`config.mk`:
```
export PLATFORM = sky130hd
export DESIGN_NAME = control_fsm
export DESIGN_NICKNAME = d
export VERILOG_FILES = /design/src/rtl/riscv_pkg.sv /design/src/rtl/opcode_classifier.sv /design/src/rtl/control_fsm.sv
export SDC_FILE = /design/constraint.sdc
export NUM_CORES = 1
export LEC_CHECK = 0
export ABC_AREA = 1
export BUFFER_PORTS_ARGS = -buffer_cell sky130_fd_sc_hd__buf_2
export CORE_MARGIN = 3
export CORE_UTILIZATION = 45
export DETAILED_ROUTE_END_ITERATION = 8
export PLACE_DENSITY = 0.71
export RECOVER_POWER = 100
export SLEW_MARGIN = 20
export SYNTH_ARGS = -nofsm -noshare
export SYNTH_HDL_FRONTEND = slang
export SYNTH_SLANG_ARGS = --single-unit
export TNS_END_PERCENT = 10
```
`constraint.sdc`:
```
create_clock -name clk -period 1.5 [get_ports clk]
set_input_delay 0.375 -clock clk [delete_from_list [all_inputs] [get_ports clk]]
set_output_delay 0.375 -clock clk [all_outputs]
set_load 0.1 [all_outputs]
```
`src/rtl/riscv_pkg.sv`:
```
// riscv_pkg
// Shared encodings for the multi-cycle RV32 control path:
//   - FSM state codes (legacy-compatible 3-bit localparams)
//   - registered instruction class codes
//   - pc_src / alu_op / wb_sel select codes
//   - base opcode constants
//   - helper: legality of the func3 width field on loads/stores
package riscv_pkg;

  typedef logic [2:0] state_t;
  typedef logic [3:0] cls_t;

  localparam state_t ST_FETCH  = 3'd0;
  localparam state_t ST_DECODE = 3'd1;
  localparam state_t ST_EXEC   = 3'd2;
  localparam state_t ST_MEM    = 3'd3;
  localparam state_t ST_WB     = 3'd4;
  localparam state_t ST_TRAP   = 3'd5;

  // CLS_NONE is the cleared value held before the first DECODE.
  localparam cls_t CLS_NONE    = 4'd0;
  localparam cls_t CLS_R       = 4'd1;
  localparam cls_t CLS_IALU    = 4'd2;
  localparam cls_t CLS_LOAD    = 4'd3;
  localparam cls_t CLS_STORE   = 4'd4;
  localparam cls_t CLS_BRANCH  = 4'd5;
  localparam cls_t CLS_JAL     = 4'd6;
  localparam cls_t CLS_JALR    = 4'd7;
  localparam cls_t CLS_LUI     = 4'd8;
  localparam cls_t CLS_AUIPC   = 4'd9;
  localparam cls_t CLS_ILLEGAL = 4'd10;

  localparam logic [1:0] PC_PLUS4   = 2'b00;
  localparam logic [1:0] PC_IMM     = 2'b01;
  localparam logic [1:0] PC_RS1_IMM = 2'b10;

  localparam logic [1:0] ALU_ADD   = 2'b00;
  localparam logic [1:0] ALU_CMP   = 2'b01;
  localparam logic [1:0] ALU_FUNC  = 2'b10;
  localparam logic [1:0] ALU_PASSB = 2'b11;

  localparam logic [1:0] WB_ALU = 2'b00;
  localparam logic [1:0] WB_MEM = 2'b01;
  localparam logic [1:0] WB_PC4 = 2'b10;

  localparam logic [6:0] OP_R      = 7'b0110011;
  localparam logic [6:0] OP_IMM    = 7'b0010011;
  localparam logic [6:0] OP_LOAD   = 7'b0000011;
  localparam logic [6:0] OP_STORE  = 7'b0100011;
  localparam logic [6:0] OP_BRANCH = 7'b1100011;
  localparam logic [6:0] OP_JAL    = 7'b1101111;
  localparam logic [6:0] OP_JALR   = 7'b1100111;
  localparam logic [6:0] OP_LUI    = 7'b0110111;
  localparam logic [6:0] OP_AUIPC  = 7'b0010111;

  // Byte/half/word widths (000..010) plus the unsigned byte/half forms
  // (100, 101) are accepted; everything else is an illegal width.
  function automatic logic mem_width_legal(input logic [2:0] func3);
    return (func3 <= 3'b010) || (func3 == 3'b100) || (func3 == 3'b101);
  endfunction

endpackage

```
`src/rtl/opcode_classifier.sv`:
```
// opcode_classifier
// Purely combinational decode of an instruction's opcode/func3 into the
// class code consumed by control_fsm.
// Ports:
//   opcode [6:0] : opcode field of the instruction word
//   func3  [2:0] : func3 field, only used to reject illegal encodings
//   cls    [3:0] : class code (CLS_ILLEGAL for anything not accepted)
module opcode_classifier
  import riscv_pkg::*;
(
  input  logic [6:0] opcode,
  input  logic [2:0] func3,
  output cls_t       cls
);

  always_comb begin
    cls = CLS_ILLEGAL;
    case (opcode)
      OP_R:      cls = CLS_R;
      OP_IMM:    cls = CLS_IALU;
      OP_LOAD:   cls = mem_width_legal(func3) ? CLS_LOAD : CLS_ILLEGAL;
      OP_STORE:  cls = mem_width_legal(func3) ? CLS_STORE : CLS_ILLEGAL;
      OP_BRANCH: cls = CLS_BRANCH;
      OP_JAL:    cls = CLS_JAL;
      OP_JALR:   cls = (func3 == 3'b000) ? CLS_JALR : CLS_ILLEGAL;
      OP_LUI:    cls = CLS_LUI;
      OP_AUIPC:  cls = CLS_AUIPC;
      default:   cls = CLS_ILLEGAL;
    endcase
  end

endmodule

```
`src/rtl/control_fsm.sv`:
```
// control_fsm
// Multi-cycle RV32 control unit: FETCH -> DECODE -> EXEC -> (MEM) -> (WB).
// Waits on imem/dmem ready are bounded by TIMEOUT cycles; a timeout or an
// illegal instruction parks the FSM in TRAP until reset.
// Ports:
//   clk, rst_n            : clock, asynchronous active-low reset
//   opcode, func3         : fields of the current instruction word
//   branch_taken          : ALU compare result, meaningful in EXEC
//   imem_ready/dmem_ready : memory handshakes
//   imem_req, dmem_req, dmem_we         : memory requests
//   ir_write, pc_write, reg_write       : datapath write strobes
//   pc_src, alu_src, alu_op, wb_sel     : datapath selects
//   trap                  : sticky trap indication
//   instret               : retired instruction count (wraps)
module control_fsm
  import riscv_pkg::*;
#(
  parameter int TIMEOUT = 15
) (
  input  logic        clk,
  input  logic        rst_n,
  input  logic [6:0]  opcode,
  input  logic [2:0]  func3,
  input  logic        branch_taken,
  input  logic        imem_ready,
  input  logic        dmem_ready,
  output logic        imem_req,
  output logic        dmem_req,
  output logic        dmem_we,
  output logic        ir_write,
  output logic        pc_write,
  output logic        reg_write,
  output logic [1:0]  pc_src,
  output logic        alu_src,
  output logic [1:0]  alu_op,
  output logic [1:0]  wb_sel,
  output logic        trap,
  output logic [31:0] instret
);

  // The counter only ever holds 0..TIMEOUT-1: the cycle that would take it
  // to TIMEOUT goes to TRAP instead.
  localparam int CNT_W = (TIMEOUT < 2) ? 1 : $clog2(TIMEOUT);
  localparam logic [CNT_W-1:0] CNT_LAST = CNT_W'(TIMEOUT - 1);

  state_t           state, state_nxt;
  cls_t             cls_q, cls_nxt, cls_dec;
  logic [CNT_W-1:0] wait_cnt, cnt_nxt;
  logic             retire;

  opcode_classifier u_classifier (
    .opcode (opcode),
    .func3  (func3),
    .cls    (cls_dec)
  );

  // Next-state, class capture, wait counter and retirement.
  always_comb begin
    state_nxt = state;
    cls_nxt   = cls_q;
    cnt_nxt   = '0;
    retire    = 1'b0;
    case (state)
      ST_FETCH: begin
        // Ready is checked first so it wins over a simultaneous timeout.
        if (imem_ready)                state_nxt = ST_DECODE;
        else if (wait_cnt == CNT_LAST) state_nxt = ST_TRAP;
        else                           cnt_nxt   = wait_cnt + 1'b1;
      end
      ST_DECODE: begin
        cls_nxt   = cls_dec;
        state_nxt = (cls_dec == CLS_ILLEGAL) ? ST_TRAP : ST_EXEC;
      end
      ST_EXEC: begin
        case (cls_q)
          CLS_BRANCH: begin
            state_nxt = ST_FETCH;
            retire    = 1'b1;
          end
          CLS_LOAD, CLS_STORE: state_nxt = ST_MEM;
          default:             state_nxt = ST_WB;
        endcase
      end
      ST_MEM: begin
        if (dmem_ready) begin
          if (cls_q == CLS_STORE) begin
            state_nxt = ST_FETCH;
            retire    = 1'b1;
          end else begin
            state_nxt = ST_WB;
          end
        end else if (wait_cnt == CNT_LAST) begin
          state_nxt = ST_TRAP;
        end else begin
          cnt_nxt = wait_cnt + 1'b1;
        end
      end
      ST_WB: begin
        state_nxt = ST_FETCH;
        retire    = 1'b1;
      end
      ST_TRAP:  state_nxt = ST_TRAP;
      default:  state_nxt = ST_FETCH;
    endcase
  end

  always_ff @(posedge clk or negedge rst_n) begin
    if (!rst_n) begin
      state    <= ST_FETCH;
      cls_q    <= CLS_NONE;
      wait_cnt <= '0;
      instret  <= '0;
    end else begin
      state    <= state_nxt;
      cls_q    <= cls_nxt;
      wait_cnt <= cnt_nxt;
      if (retire) instret <= instret + 32'd1;
    end
  end

  // Outputs depend only on state and the registered class (plus the
  // handshake/compare inputs that qualify a strobe), never on opcode.
  // rst_n gates everything so nothing is asserted while reset is held,
  // even though the reset state itself is FETCH.
  always_comb begin
    imem_req  = 1'b0;
    dmem_req  = 1'b0;
    dmem_we   = 1'b0;
    ir_write  = 1'b0;
    pc_write  = 1'b0;
    reg_write = 1'b0;
    pc_src    = PC_PLUS4;
    alu_src   = 1'b0;
    alu_op    = ALU_ADD;
    wb_sel    = WB_ALU;
    if (rst_n) begin
      case (state)
        ST_FETCH: begin
          imem_req = 1'b1;
          ir_write = imem_ready;
          pc_write = imem_ready;
          pc_src   = PC_PLUS4;
        end
        ST_EXEC: begin
          case (cls_q)
            CLS_BRANCH: begin
              alu_op   = ALU_CMP;
              pc_write = branch_taken;
              pc_src   = PC_IMM;
            end
            CLS_JAL: begin
              pc_write = 1'b1;
              pc_src   = PC_IMM;
            end
            CLS_JALR: begin
              pc_write = 1'b1;
              pc_src   = PC_RS1_IMM;
            end
            CLS_LOAD, CLS_STORE: begin
              alu_src = 1'b1;
              alu_op  = ALU_ADD;
            end
            CLS_R: begin
              alu_src = 1'b0;
              alu_op  = ALU_FUNC;
            end
            CLS_IALU: begin
              alu_src = 1'b1;
              alu_op  = ALU_FUNC;
            end
            CLS_LUI:   alu_op = ALU_PASSB;
            CLS_AUIPC: alu_op = ALU_ADD;
            default: ;
          endcase
        end
        ST_MEM: begin
          dmem_req = 1'b1;
          dmem_we  = (cls_q == CLS_STORE);
        end
        ST_WB: begin
          reg_write = 1'b1;
          case (cls_q)
            CLS_LOAD:          wb_sel = WB_MEM;
            CLS_JAL, CLS_JALR: wb_sel = WB_PC4;
            default:           wb_sel = WB_ALU;
          endcase
        end
        default: ;
      endcase
    end
  end

  assign trap = (state == ST_TRAP);

endmodule

```
Word level (Yosys, flattened, before mapping)
Cells that the tools add are included.
W data, S select, Z words.
{"block": "word_totals", "elab_cells": 86, "ff_bits": 43, "out_inout_bits": 46, "in_bits": 15}
{"block": "classes", "magnitude_cmp": 1, "n_reduce_logical": 9, "eq_ne": 26, "n_mux": 44, "n_addsub": 2}
{"op": "$pmux W4 S9", "n": 1}
{"op": "$add A32 B1 Y32 const B", "n": 1}
{"op": "$mux W4", "n": 6}
{"op": "$eq A7 B6 Y1 const B", "n": 3}
{"op": "$eq A7 B7 Y1 const B", "n": 3}
{"op": "$mux W1", "n": 17}
{"op": "$eq A4 B3 Y1 const B", "n": 4}
{"op": "$mux W3", "n": 5}
{"op": "$pmux W3 S5", "n": 1}
{"op": "$eq A7 B5 Y1 const B", "n": 2}
{"op": "$eq A3 B3 Y1 const B", "n": 4}
{"op": "$eq A4 B4 Y1 const B", "n": 3}
{"op": "$mux W2", "n": 6}
{"op": "$eq A4 B2 Y1 const B", "n": 2}
{"op": "$pmux W2 S2", "n": 2}
{"op": "$pmux W4 S2", "n": 1}
{"op": "$reduce_or A2 Y1", "n": 4}
{"op": "$eq A7 B2 Y1 const B", "n": 1}
{"op": "$eq A3 B2 Y1 const B", "n": 2}
{"op": "$logic_not A3 Y1", "n": 2}
{"op": "$pmux W2 S3", "n": 1}
{"op": "$pmux W3 S2", "n": 1}
{"op": "$add A4 B1 Y4 const B", "n": 1}
{"op": "$eq A4 B1 Y1 const B", "n": 1}
{"op": "6 further kinds", "n": 8}

Longest topological paths before layout
{"block": "logic_depth", "ltp_word": 8, "ltp_mapped": 10, "mapped_depth_nobuf": 10}

Hierarchy
A second synthesis with hierarchy kept.
{"block": "hier_totals", "hier_cells": 482, "hier_area_um2": 3049.2}
{"mod": "control_fsm", "seq_area_each_um2": 1076.0, "area_per_inst_um2": 2802.7, "cells_each": 431, "instances": 1}
{"mod": "opcode_classifier", "seq_area_each_um2": 0.0, "area_per_inst_um2": 246.5, "cells_each": 51, "instances": 1}

Worst setup path after synthesis
No wires, ideal clock.
{"block": "synth_path", "kind": "reg2out", "start": "register state[0]", "end": "output wb_sel[1]", "arrival_time_ps": 3538, "t_required_ps": 1125, "stages_incl_launch_ff": 4, "n_path_buf": 0, "setup_slack_ps": -2413, "cell_sequence": "dfrtp_1 > inv_1 > nand3_1 > nor4_1"}
{"block": "synth_between", "elab_chain_len": 3}
{"element": "start: declaration", "line_no": "control_fsm.sv:46", "text": "state_t state, state_nxt;"}
{"element": "start signal: assignment", "line_no": "control_fsm.sv:114", "text": "state <= state_nxt;"}
{"element": "$eq A3 B3 Y1", "line_no": "control_fsm.sv:137", "text": "case (state)"}
{"element": "$mux W2", "line_no": "control_fsm.sv:137"}
{"element": "$mux W2", "line_no": "control_fsm.sv:136", "text": "if (rst_n) begin"}
{"element": "end: declaration", "line_no": "control_fsm.sv:36", "text": "output logic [1:0] wb_sel,"}
No other way between the ends.

Worst setup path in the final report
{"block": "layout_path", "start": "register cls_q[3]", "end": "output pc_write"}
{"block": "layout_between", "elab_chain_len": 5, "word_cells_on_any_way": 7, "classes_between": "eq/ne (3); mux (3); reduce/logical (1)"}
{"element": "start: declaration", "line_no": "control_fsm.sv:47", "text": "cls_t cls_q, cls_nxt, cls_dec;"}
{"element": "start signal: assignment", "line_no": "control_fsm.sv:115", "text": "cls_q <= cls_nxt;"}
{"element": "$eq A4 B3 Y1", "line_no": "control_fsm.sv:145", "text": "case (cls_q)"}
{"element": "$reduce_or A2 Y1 (no line)"}
{"element": "$pmux W1 S2 (*)", "line_no": "control_fsm.sv:145"}
{"element": "$pmux W1 S2 (*)", "line_no": "control_fsm.sv:137"}
{"element": "$mux W1 (*)", "line_no": "control_fsm.sv:136"}
{"element": "end: declaration", "line_no": "control_fsm.sv:31", "text": "output logic pc_write,"}
Mark *: on every way between the ends. The rest lies on a longest branch, timed or not.

==> qor.yml <==
synth:
  seq_area_frac_synth_pct: 37.7
  yosysTopAreaCellShare_pct: 37.7
  synth_area_leaders: "dfrtp_1 (38%), nand2_1 (14%), nor2_1 (8.8%)"
  syn_avg_cell_area_sq_um: 7.17
  async_flop_share_pct: 100
  syn_nets: 416
  yosysTopAreaCell: "dfrtp_1"
  synth-edff-count: 0
  netlist_instances: 398
  synth_ff_type: "dfrtp_1"
  synth_area_sq_um: 2850
  synth-seq-cells: 43
  yosysWarnings: 0
  ys_types: 30
cts:
  clkLatencyLatePin_ns: 0.30
  numClockSinks: 43
  cts-root-buf: "clkbuf_8"
  h-tree-depth: 2
  hold_buffers: 0
  cts_made_buffers: 5
  clockBufferDepth: 2
  clkTransAtPathRegs_ns: 0.07
  cts_tree: "done"
global_routing:
  grt_max_degree: 44
  overflow: 0
  antenna_found_initial: 0
  grt_usage_pct: 24.3
  grt_pass1_wl_um: 14400
  first_global_vias: 3247
route:
  drtIter0Drc: 212
  drt-total-wl_um: 9420
  wl_per_cell_um: 14.7
  drc: 0
  drt-pass1-iter-count: 4
  drtAntennaViolNets: 0
  dr_total_vias: 3362
  drt-vias-per-instance: 5.25
critical_path:
  worst_ep_arrival_time_ns: 1.68
  cpPeakStageDelay_ns: 0.40
  critPathCaptureType: "output port"
  crit_buf_inv: 2
  cp.depth: 8
  worstSetupStartpointType: "register"
  cpMaxStageDelayCell: "dfrtp_1"
  critPathKind: "register to output port"
  crit_required_ns: 1.12
  r2r_slack_ns: -0.39
  cp_max_fo: 4
  path_cells: "inv_2 > nand2_4 > nor3_4 > nand2_1 > o21ai_2 > a21oi_2 > nor2_2 > buf_12"
  reg2regPathDepth: 10
  crit_family: "simple AND/OR/NAND/NOR gates"
pwr:
  power_leakage_nw: 2.32
  power_mw: 6.02
  power_density_nw_per_um2: 1220
  ir_drop_v: 0.00185
place:
  dp.cells: 623
  gp_congestion: 0.919
  hpwlAfterDp_um: 6820
  detailedPlace.worstSlack_ns: -0.179
  port-buffer-count: 60
die:
  initial_core_util_pct: 47.3
  die-area_sq_um: 7330
  io_pins: 61
  die_h_um: 85.6
  num_rows: 28
  coreArea_sq_um: 6030
  die_w_um: 85.6
sta:
  clock.fmax_mhz: 487
  worst_pin_slew_ns: 1.07
  fin_crit_ns: 2.05
  maxSlewHeadroom_pct: 28.9
  setup_viol: 47
  fin_crit_sh_pct: 137
  drv_slew: 0
  layout_setup_ws_ns: -0.552
  setup_tns_ns: -13.62
  final_hold_viol_count: 0
  finalClockSkew_ns: 0.0107
  rsz0062_at_grt: "yes"
min_path:
  hold_path_class: "register to register"
  holdPathStages: 1
cells_and_area:
  areaGrowthSynthToFinish_pct: 73.0
  fin_cells: 640
  antenna_cells: 0
  postLayoutCoreUtil_pct: 81.9
  nNetsFinal: 582
  drive_gt1_share_pct: 41.9
outcome:
  violations: "negative setup slack"
  status: "finished with violations"
flow_run:
  cap_violations: 0
-- area by class of cell --
| class | count | area [sq um] |
|---|---|---|
| multi-input combinational | 310 | 1810 |
| timing repair buffer | 162 | 1710 |
| fill | 363 | 1090 |
| sequential | 43 | 1080 |
| inverter | 42 | 163 |
| tap | 75 | 93.8 |
| clock buffer | 7 | 76.3 |
| clock inverter | 1 | 5.00 |
-- flip-flops by register name, indices dropped and copies added, names as in the netlist --
register,cells
wait_cnt,4
cls_q,4
state,3
instret,32
-- power breakdown --
| part | switching, mW | total (mW) | internal [mW] |
|---|---|---|---|
| Clock | 0.394 | 0.721 | 0.327 |
| Sequential | 0.160 | 1.48 | 1.32 |
| Combinational | 2.27 | 3.82 | 1.55 |
| Total | 2.82 | 6.02 | 3.20 |
-- cell usage in the layout (no fill, tap or decap), types with 5 or more instances in the layout --
cell and n:
nand2_1 103, buf_4 97, nor2_1 53, buf_12 41
dfrtp_1 40, inv_1 37, nand3_1 28, xor2_1 19
nor2_2 15, nand2_2 14, buf_2 13, nor3_1 11
xnor2_1 8, nor2_4 7, o21ai_0 6, buf_6 6
nor3_4 5, clkbuf_8 5
-- final timing paths --
| path | from | endpoint |
|---|---|---|
| min reg2reg | wait_cnt[0] | wait_cnt[0] |
| min in group asynchronous | rst_n | instret[22] |
| max reg2reg | cls_q[0] | instret[9] |
| max in group asynchronous | rst_n | cls_q[1] |
| max | cls_q[3] | pc_write |
| min | wait_cnt[0] | wait_cnt[0] |
-- routing by layer --
metal / part of all wire, % / GRT usage [%]
met1: 41 / 31.2
met2: 50 / 42.9
met3: 5.7 / 3.55
met4: 3.6 / 6.19
met5: 0 / 0
-- cell families after synthesis --
logic type / after synthesis / share of synthesized area, %
AO/OA/AOI/OAI: 20 / 3.68
XOR/XNOR: 30 / 10.0
adder cells (fa/ha/maj): 3 / 1.32
buffers and inverters: 45 / 6.80
flip-flops: 43 / 37.7
multiplexers: 1 / 0.351
AND/OR/NAND/NOR: 256 / 40.1
-- synthesized netlist by cell type (4+ instances only) --
library cell  number
dfrtp_1           43
xor2_1            19
nand2_2           10
a21oi_1            8
o21ai_0            7
nor2_1            67
xnor2_1            8
nand3_1           29
nand4_1            4
inv_1             39
nor2_2             8
nor3_1            17
nand2_1          108
-- stage by stage --
stage          hold slack (ns)  area [sq um]
6_report                 0.494          4940
5_1_grt                  0.519          4940
4_1_cts                  0.253          4820
3_5_place_dp             0.495          4670
3_3_place_gp             0.479          4670
2_1_floorplan           0.0794          2950
-- repair_timing --
action                                 in CTS  in global routing
endpoints found under the hold margin       0                  0
buffers inserted                            1                  9
pin swaps                                   2                 12
setup endpoints to repair                  48                 49
resized for setup                          21                 25
Power figures use the tool's default switching activity.
